$ cat src/rtl/mau_sched_pkg.sv
// Shared definitions for the memory-access-unit scheduler: FSM encoding,
// parameter defaults and the per-requester field width.
package mau_sched_pkg;

    localparam int         NREQ_DEFAULT    = 4;
    localparam logic [7:0] TIMEOUT_DEFAULT = 8'd200;
    localparam int         FIELD_W         = 32;

    typedef enum logic [1:0] {
        ST_IDLE     = 2'd0,
        ST_ISSUE    = 2'd1,
        ST_WAIT     = 2'd2,
        ST_COMPLETE = 2'd3
    } state_t;

    // Round-robin pointer moves just past the requester that was served.
    function automatic logic [1:0] next_ptr(input logic [1:0] idx);
        return idx + 2'd1;
    endfunction

endpackage

$ cat src/rtl/mau_sched_if.sv
// Requester and MAU command bus of the scheduler; slave is the scheduler
// side, master is the environment (requesters plus MAU).
interface mau_sched_if
    import mau_sched_pkg::*;
#(
    parameter int NREQ = NREQ_DEFAULT
);

    logic [NREQ-1:0]         req;
    logic [NREQ-1:0]         req_rw;
    logic [NREQ-1:0]         req_stride_en;
    logic [NREQ-1:0]         req_mask_en;
    logic [FIELD_W*NREQ-1:0] req_rx;
    logic [FIELD_W*NREQ-1:0] req_ry;
    logic                    halt_in;
    logic                    mau_done;

    logic                    mau_start;
    logic                    mau_rw;
    logic                    mau_stride_en;
    logic                    mau_mask_en;
    logic                    mau_halt;
    logic [FIELD_W-1:0]      mau_rx;
    logic [FIELD_W-1:0]      mau_ry;
    logic [NREQ-1:0]         gnt;
    logic [NREQ-1:0]         cmpl;
    logic                    busy;
    logic                    err;

    modport slave (
        input  req, req_rw, req_stride_en, req_mask_en, req_rx, req_ry,
        input  halt_in, mau_done,
        output mau_start, mau_rw, mau_stride_en, mau_mask_en, mau_halt,
        output mau_rx, mau_ry, gnt, cmpl, busy, err
    );

    modport master (
        output req, req_rw, req_stride_en, req_mask_en, req_rx, req_ry,
        output halt_in, mau_done,
        input  mau_start, mau_rw, mau_stride_en, mau_mask_en, mau_halt,
        input  mau_rx, mau_ry, gnt, cmpl, busy, err
    );

endinterface

$ cat src/rtl/mau_sched_rr_arbiter4.sv
// Combinational round-robin picker for four requesters: the first set
// request at or above ptr (wrapping) wins.
module rr_arbiter4 (
    input  logic [3:0] req,
    input  logic [1:0] ptr,
    output logic [3:0] gnt,
    output logic [1:0] idx,
    output logic       valid
);

    // Walk from farthest to nearest so the nearest candidate overrides.
    always_comb begin
        gnt   = 4'b0000;
        idx   = 2'd0;
        valid = |req;
        for (int k = 3; k >= 0; k--) begin
            if (req[ptr + 2'(k)]) begin
                idx = ptr + 2'(k);
                gnt = 4'b0001 << (ptr + 2'(k));
            end
        end
    end

endmodule

$ cat src/rtl/mau_sched.sv
// Scheduler granting one of four requesters access to the memory access
// unit, issuing a single start and tracking completion or timeout.
module mau_sched
    import mau_sched_pkg::*;
#(
    parameter int         NREQ    = NREQ_DEFAULT,
    parameter logic [7:0] TIMEOUT = TIMEOUT_DEFAULT
) (
    input  logic clk,
    input  logic reset,
    mau_sched_if.slave bus
);

    state_t             state;
    logic [1:0]         rr_ptr;
    logic [1:0]         gnt_idx;
    logic [7:0]         wait_cnt;
    logic [NREQ-1:0]    gnt_r;
    logic [NREQ-1:0]    cmpl_r;
    logic               err_r;
    logic               start_r;
    logic               rw_r;
    logic               stride_r;
    logic               mask_r;
    logic [FIELD_W-1:0] rx_r;
    logic [FIELD_W-1:0] ry_r;

    logic [3:0]         pick_gnt;
    logic [1:0]         pick_idx;
    logic               pick_valid;

    rr_arbiter4 u_arb (
        .req   (bus.req),
        .ptr   (rr_ptr),
        .gnt   (pick_gnt),
        .idx   (pick_idx),
        .valid (pick_valid)
    );

    // mau_start is registered out of ISSUE, so it appears the cycle after
    // gnt; cmpl is registered out of WAIT, so it follows mau_done by one.
    always_ff @(posedge clk) begin
        if (reset) begin
            state    <= ST_IDLE;
            rr_ptr   <= 2'd0;
            gnt_idx  <= 2'd0;
            wait_cnt <= 8'd0;
            gnt_r    <= '0;
            cmpl_r   <= '0;
            err_r    <= 1'b0;
            start_r  <= 1'b0;
            rw_r     <= 1'b0;
            stride_r <= 1'b0;
            mask_r   <= 1'b0;
            rx_r     <= '0;
            ry_r     <= '0;
        end else begin
            start_r <= 1'b0;
            cmpl_r  <= '0;
            case (state)
                ST_IDLE: begin
                    if (pick_valid) begin
                        gnt_r    <= pick_gnt;
                        gnt_idx  <= pick_idx;
                        rw_r     <= bus.req_rw[pick_idx];
                        stride_r <= bus.req_stride_en[pick_idx];
                        mask_r   <= bus.req_mask_en[pick_idx];
                        rx_r     <= bus.req_rx[pick_idx*FIELD_W +: FIELD_W];
                        ry_r     <= bus.req_ry[pick_idx*FIELD_W +: FIELD_W];
                        state    <= ST_ISSUE;
                    end
                end
                ST_ISSUE: begin
                    start_r  <= 1'b1;
                    wait_cnt <= 8'd0;
                    state    <= ST_WAIT;
                end
                ST_WAIT: begin
                    // A completing MAU beats a simultaneous timeout.
                    if (bus.mau_done) begin
                        cmpl_r <= gnt_r;
                        state  <= ST_COMPLETE;
                    end else if (wait_cnt == TIMEOUT) begin
                        err_r  <= 1'b1;
                        cmpl_r <= gnt_r;
                        state  <= ST_COMPLETE;
                    end else if (!bus.halt_in) begin
                        wait_cnt <= wait_cnt + 8'd1;
                    end
                end
                ST_COMPLETE: begin
                    gnt_r    <= '0;
                    rr_ptr   <= next_ptr(gnt_idx);
                    wait_cnt <= 8'd0;
                    state    <= ST_IDLE;
                end
                default: state <= ST_IDLE;
            endcase
        end
    end

    assign bus.busy          = (state != ST_IDLE);
    assign bus.mau_halt      = bus.halt_in & bus.busy;
    assign bus.mau_start     = start_r;
    assign bus.mau_rw        = rw_r;
    assign bus.mau_stride_en = stride_r;
    assign bus.mau_mask_en   = mask_r;
    assign bus.mau_rx        = rx_r;
    assign bus.mau_ry        = ry_r;
    assign bus.gnt           = gnt_r;
    assign bus.cmpl          = cmpl_r;
    assign bus.err           = err_r;

endmodule

$ cat src/flat_wrapper.sv
// flat-port wrapper written by rule: the top's interface ports become plain ports
module mau_sched_flat import mau_sched_pkg::*;
#(
    parameter int         NREQ    = NREQ_DEFAULT,
    parameter logic [7:0] TIMEOUT = TIMEOUT_DEFAULT
)
  (clk, reset, bus_req, bus_req_rw, bus_req_stride_en, bus_req_mask_en, bus_req_rx, bus_req_ry, bus_halt_in, bus_mau_done, bus_mau_start, bus_mau_rw, bus_mau_stride_en, bus_mau_mask_en, bus_mau_halt, bus_mau_rx, bus_mau_ry, bus_gnt, bus_cmpl, bus_busy, bus_err);
  mau_sched_if #(.NREQ(NREQ)) bus_i ();
  input  logic clk;
  input  logic reset;
  input wire logic [$bits(bus_i.req)-1:0] bus_req;
  input wire logic [$bits(bus_i.req_rw)-1:0] bus_req_rw;
  input wire logic [$bits(bus_i.req_stride_en)-1:0] bus_req_stride_en;
  input wire logic [$bits(bus_i.req_mask_en)-1:0] bus_req_mask_en;
  input wire logic [$bits(bus_i.req_rx)-1:0] bus_req_rx;
  input wire logic [$bits(bus_i.req_ry)-1:0] bus_req_ry;
  input wire logic [$bits(bus_i.halt_in)-1:0] bus_halt_in;
  input wire logic [$bits(bus_i.mau_done)-1:0] bus_mau_done;
  output wire logic [$bits(bus_i.mau_start)-1:0] bus_mau_start;
  output wire logic [$bits(bus_i.mau_rw)-1:0] bus_mau_rw;
  output wire logic [$bits(bus_i.mau_stride_en)-1:0] bus_mau_stride_en;
  output wire logic [$bits(bus_i.mau_mask_en)-1:0] bus_mau_mask_en;
  output wire logic [$bits(bus_i.mau_halt)-1:0] bus_mau_halt;
  output wire logic [$bits(bus_i.mau_rx)-1:0] bus_mau_rx;
  output wire logic [$bits(bus_i.mau_ry)-1:0] bus_mau_ry;
  output wire logic [$bits(bus_i.gnt)-1:0] bus_gnt;
  output wire logic [$bits(bus_i.cmpl)-1:0] bus_cmpl;
  output wire logic [$bits(bus_i.busy)-1:0] bus_busy;
  output wire logic [$bits(bus_i.err)-1:0] bus_err;
  assign bus_i.req = bus_req;
  assign bus_i.req_rw = bus_req_rw;
  assign bus_i.req_stride_en = bus_req_stride_en;
  assign bus_i.req_mask_en = bus_req_mask_en;
  assign bus_i.req_rx = bus_req_rx;
  assign bus_i.req_ry = bus_req_ry;
  assign bus_i.halt_in = bus_halt_in;
  assign bus_i.mau_done = bus_mau_done;
  assign bus_mau_start = bus_i.mau_start;
  assign bus_mau_rw = bus_i.mau_rw;
  assign bus_mau_stride_en = bus_i.mau_stride_en;
  assign bus_mau_mask_en = bus_i.mau_mask_en;
  assign bus_mau_halt = bus_i.mau_halt;
  assign bus_mau_rx = bus_i.mau_rx;
  assign bus_mau_ry = bus_i.mau_ry;
  assign bus_gnt = bus_i.gnt;
  assign bus_cmpl = bus_i.cmpl;
  assign bus_busy = bus_i.busy;
  assign bus_err = bus_i.err;
  mau_sched #(.NREQ(NREQ), .TIMEOUT(TIMEOUT)) u_core (.clk(clk), .reset(reset), .bus(bus_i));
endmodule
$ cat config.mk
export PLATFORM = sky130hd
export DESIGN_NAME = mau_sched_flat
export DESIGN_NICKNAME = d
export VERILOG_FILES = /design/src/rtl/mau_sched_pkg.sv /design/src/rtl/mau_sched_if.sv /design/src/rtl/mau_sched_rr_arbiter4.sv /design/src/rtl/mau_sched.sv /design/src/flat_wrapper.sv
export SDC_FILE = /design/constraint.sdc
export NUM_CORES = 1
export LEC_CHECK = 0
export CAP_MARGIN = 10
export CORE_AREA = 2 2 137 139
export CTS_BUF_LIST = sky130_fd_sc_hd__clkbuf_4 sky130_fd_sc_hd__clkbuf_8 sky130_fd_sc_hd__clkbuf_16
export DETAILED_ROUTE_END_ITERATION = 16
export DIE_AREA = 0 0 139 141
export PLACE_DENSITY = 0.74
export SYNTH_ARGS = -nofsm -noshare
export SYNTH_HDL_FRONTEND = slang
export SYNTH_SLANG_ARGS = --single-unit
$ cat constraint.sdc
create_clock -name clk -period 7 [get_ports clk]
set_input_delay 1.05 -clock clk [delete_from_list [all_inputs] [get_ports clk]]
set_output_delay 1.05 -clock clk [all_outputs]
set_load 0.005 [all_outputs]
==> results.json <==
{
  "path_class": "primary input to register",
  "synth_top_area_cell": "dfxtp_1",
  "post-dp-hpwl_um": 16200,
  "grt_util_all_layers_pct": 21.7,
  "initial_core_util_pct": 34.3,
  "ys_warn_count": 0,
  "cap_violations": 0,
  "rows": 50,
  "cp-start-kind": "primary input",
  "cts-resized-gates": 0,
  "power_frac_comb_pct": 55.6,
  "numCtsBuffers": 9,
  "postCtsHoldBufs": 0,
  "clockBufferDepth": 2,
  "grt_pass1_vias": 6126,
  "synth_seq_area_share_pct": 29.1,
  "synth_cell_type_count": 51,
  "intPower_mw": 1.93,
  "clock_power_share_pct": 17.2,
  "die_area_sq_um": 19600,
  "clock-sinks": 91,
  "htreeDepth": 3,
  "cts_tree": "done",
  "routed_via_density": 5.23,
  "nNetsFinal": 1251,
  "ioPinCount": 355,
  "register_area_sq_um": 1820,
  "setup_ws_ps": 2480,
  "syn-num-nets": 937,
  "drc": 0,
  "core-area_sq_um": 18300,
  "end_kind": "register",
  "vias": 6272,
  "max_clock_freq_mhz": 221,
  "setup_viol": 0,
  "ant_nets": 0,
  "port_buffers": 354,
  "worst_pin_slew_ps": 1110,
  "synth_cells": 646,
  "synth.top_cell.area_share_pct": 29.1,
  "whs_ps": 476,
  "grt_pass1_wl_um": 33800,
  "multiInputGateArea_sq_um": 4040,
  "power.density_nw_per_um2": 303,
  "tns_ps": 0,
  "die_w_um": 139,
  "synth-main-ff-cell": "dfxtp_1",
  "p_leak_nw": 3.84,
  "fp.dieH_um": 141,
  "path_max_fanout": 53,
  "wl_per_cell_um": 18.4,
  "firstDrtPassIters": 5,
  "fillers": 1661,
  "drv_slew": 0,
  "slew_headroom_pct": 25.9,
  "switchingPower_mw": 1.15,
  "min_path_type": "register to register",
  "crit_arrival_ps": 4760,
  "ff2ff_setup_slack_ps": 2550,
  "drive_gt1_share_pct": 8.08,
  "ys_ff_latch": 91,
  "period_minus_slack_ps": 4520,
  "skew_ps": 8.80,
  "syn_area_per_cell_sq_um": 9.70,
  "reg2reg_to": "u_core.bus.mau_ry[19]",
  "crit_path_start": "bus_req[2]",
  "routed_wl_um": 22000,
  "dp_slack_ps": 2070,
  "synth-async-reset-ratio_pct": 0,
  "hold_viol_final": 0,
  "diodes": 0,
  "clock_latency_ps": 350,
  "vdd_drop_max_mv": 0.270,
  "r2r_cells": 9,
  "period_share_pct": 64.6,
  "worstReg2RegStart": "u_core.rr_ptr[1]",
  "rsz0062_at_grt": "no",
  "crit_end": "u_core.bus.mau_ry[19]",
  "syn_area_sq_um": 6270,
  "status": "finished clean",
  "swShare_pct": 37.4,
  "antenna_found_initial": 1,
  "cp_data_required_time_ps": 7240,
  "place.gp.congestion": 0.779,
  "post_cts_buffers": 0,
  "cts_root_buffer": "clkbuf_16",
  "synth-edff-count": 0,
  "synthToLayoutAreaGrowth_pct": 62.6,
  "pwr-share-seq_pct": 27.1,
  "clkTransAtPathRegs_ps": 80,
  "grt_max_degree": 113,
  "grt_overflow": 0,
  "drt_iter0_drc": 300,
  "synth_area_leaders": "dfxtp_1 29%, mux2i_1 18%, nand3b_1 5.3%"
}
[cell usage after synthesis (all sizes together) (4+ instances only)]
master and number:
a222oi 4, mux2 67, inv 38, mux4 4, a211oi 4, a221o 23
buf 23, o21ai 51, nand3b 44, and2 4, a21oi 7, nor3 6
dfxtp 91, a221oi 25, mux2i 112, nand2 13, ha 15, clkbuf 32
nor2 23, o211ai 23, a22oi 4
[placed cells by master (no fill, tap or decap), types with 6 or more instances in the layout]
cell	count
a21oi_1	6
a221o_1	23
a221oi_1	25
clkbuf_16	9
clkdlybuf4s50_1	353
dfxtp_1	91
ha_1	15
inv_1	38
mux2_1	26
mux2_2	25
mux2_4	16
mux2i_1	112
nand2_1	13
nand3b_1	44
nor2_1	20
nor3_1	6
o211ai_1	23
o21ai_0	30
o21ai_1	19
[flip-flops by register name (all words and copies together), names as in the netlist, 2 cells and up]
signal / count
u_core.bus.mau_ry: 32
u_core.wait_cnt: 8
u_core.gnt_idx: 2
u_core.rr_ptr: 2
u_core.bus.gnt: 4
u_core.state: 2
u_core.bus.cmpl: 4
u_core.bus.mau_rx: 32
[worst min path at each step]
stage	from	endpoint	slack, ps	cells after the start
after floorplan	u_core.gnt_idx[1]	u_core.gnt_idx[1]	450	2
after global placement	u_core.gnt_idx[1]	u_core.gnt_idx[1]	460	2
after detailed placement	u_core.gnt_idx[1]	u_core.gnt_idx[1]	470	2
after CTS	u_core.gnt_idx[1]	u_core.gnt_idx[1]	480	2
after global routing	u_core.bus.mau_rw	u_core.bus.mau_rw	500	1
final	u_core.gnt_idx[1]	u_core.gnt_idx[1]	480	2
[cells by family after synthesis]
| kind of cell | share of synthesized area (%) |
|---|---|
| compound gates | 17.5 |
| xor+xnor | 0.838 |
| fa+ha+maj | 2.99 |
| buf+inv | 6.77 |
| flops | 29.1 |
| mux | 32.3 |
| simple gates | 10.5 |
[power groups by stage]
| stage | registers (mW) | clock network [mW] | logic [mW] |
|---|---|---|---|
| floorplan | 0.841 | 0 | 0.995 |
| detailed placement | 0.842 | 0 | 1.73 |
| CTS | 0.835 | 0.546 | 1.74 |
| global route | 0.858 | 0.564 | 1.86 |
| global placement | 0.840 | 0 | 1.72 |
| finish | 0.836 | 0.532 | 1.72 |
[worst max-delay path: stages]
cell	delay (ps)
clkdlybuf4s50_1	540
mux4_2	660
inv_1	140
a21oi_4	250
o21ai_4	650
buf_4	760
mux2_1	380
a221o_1	320
[per-stage QoR]
step	instances	utilization [%]	area [sq um]	power (mW)
2_1_floorplan	646	-	6270	1.84
3_3_place_gp	1183	54.1	9880	2.56
3_5_place_dp	1183	54.1	9880	2.58
4_1_cts	1199	55.8	10200	3.12
5_1_grt	1199	55.8	10200	3.28
6_report	1199	55.8	10200	3.08
[routing by layer]
layer	track usage, %	part of all wire, %
met1	25.2	39
met2	38.2	50
met3	6.73	9.1
met4	7.23	2.0
met5	0	0.059
[cell type report]
cell class	count	share of cell area [%]
clock buffers	9	2.21
clock inverters	7	0.859
inverters	38	1.40
multi-input cells	462	39.7
flip-flops and latches	91	17.9
well taps	234	2.87
repair buffers	358	35.1
Power figures use the tool's default switching activity.
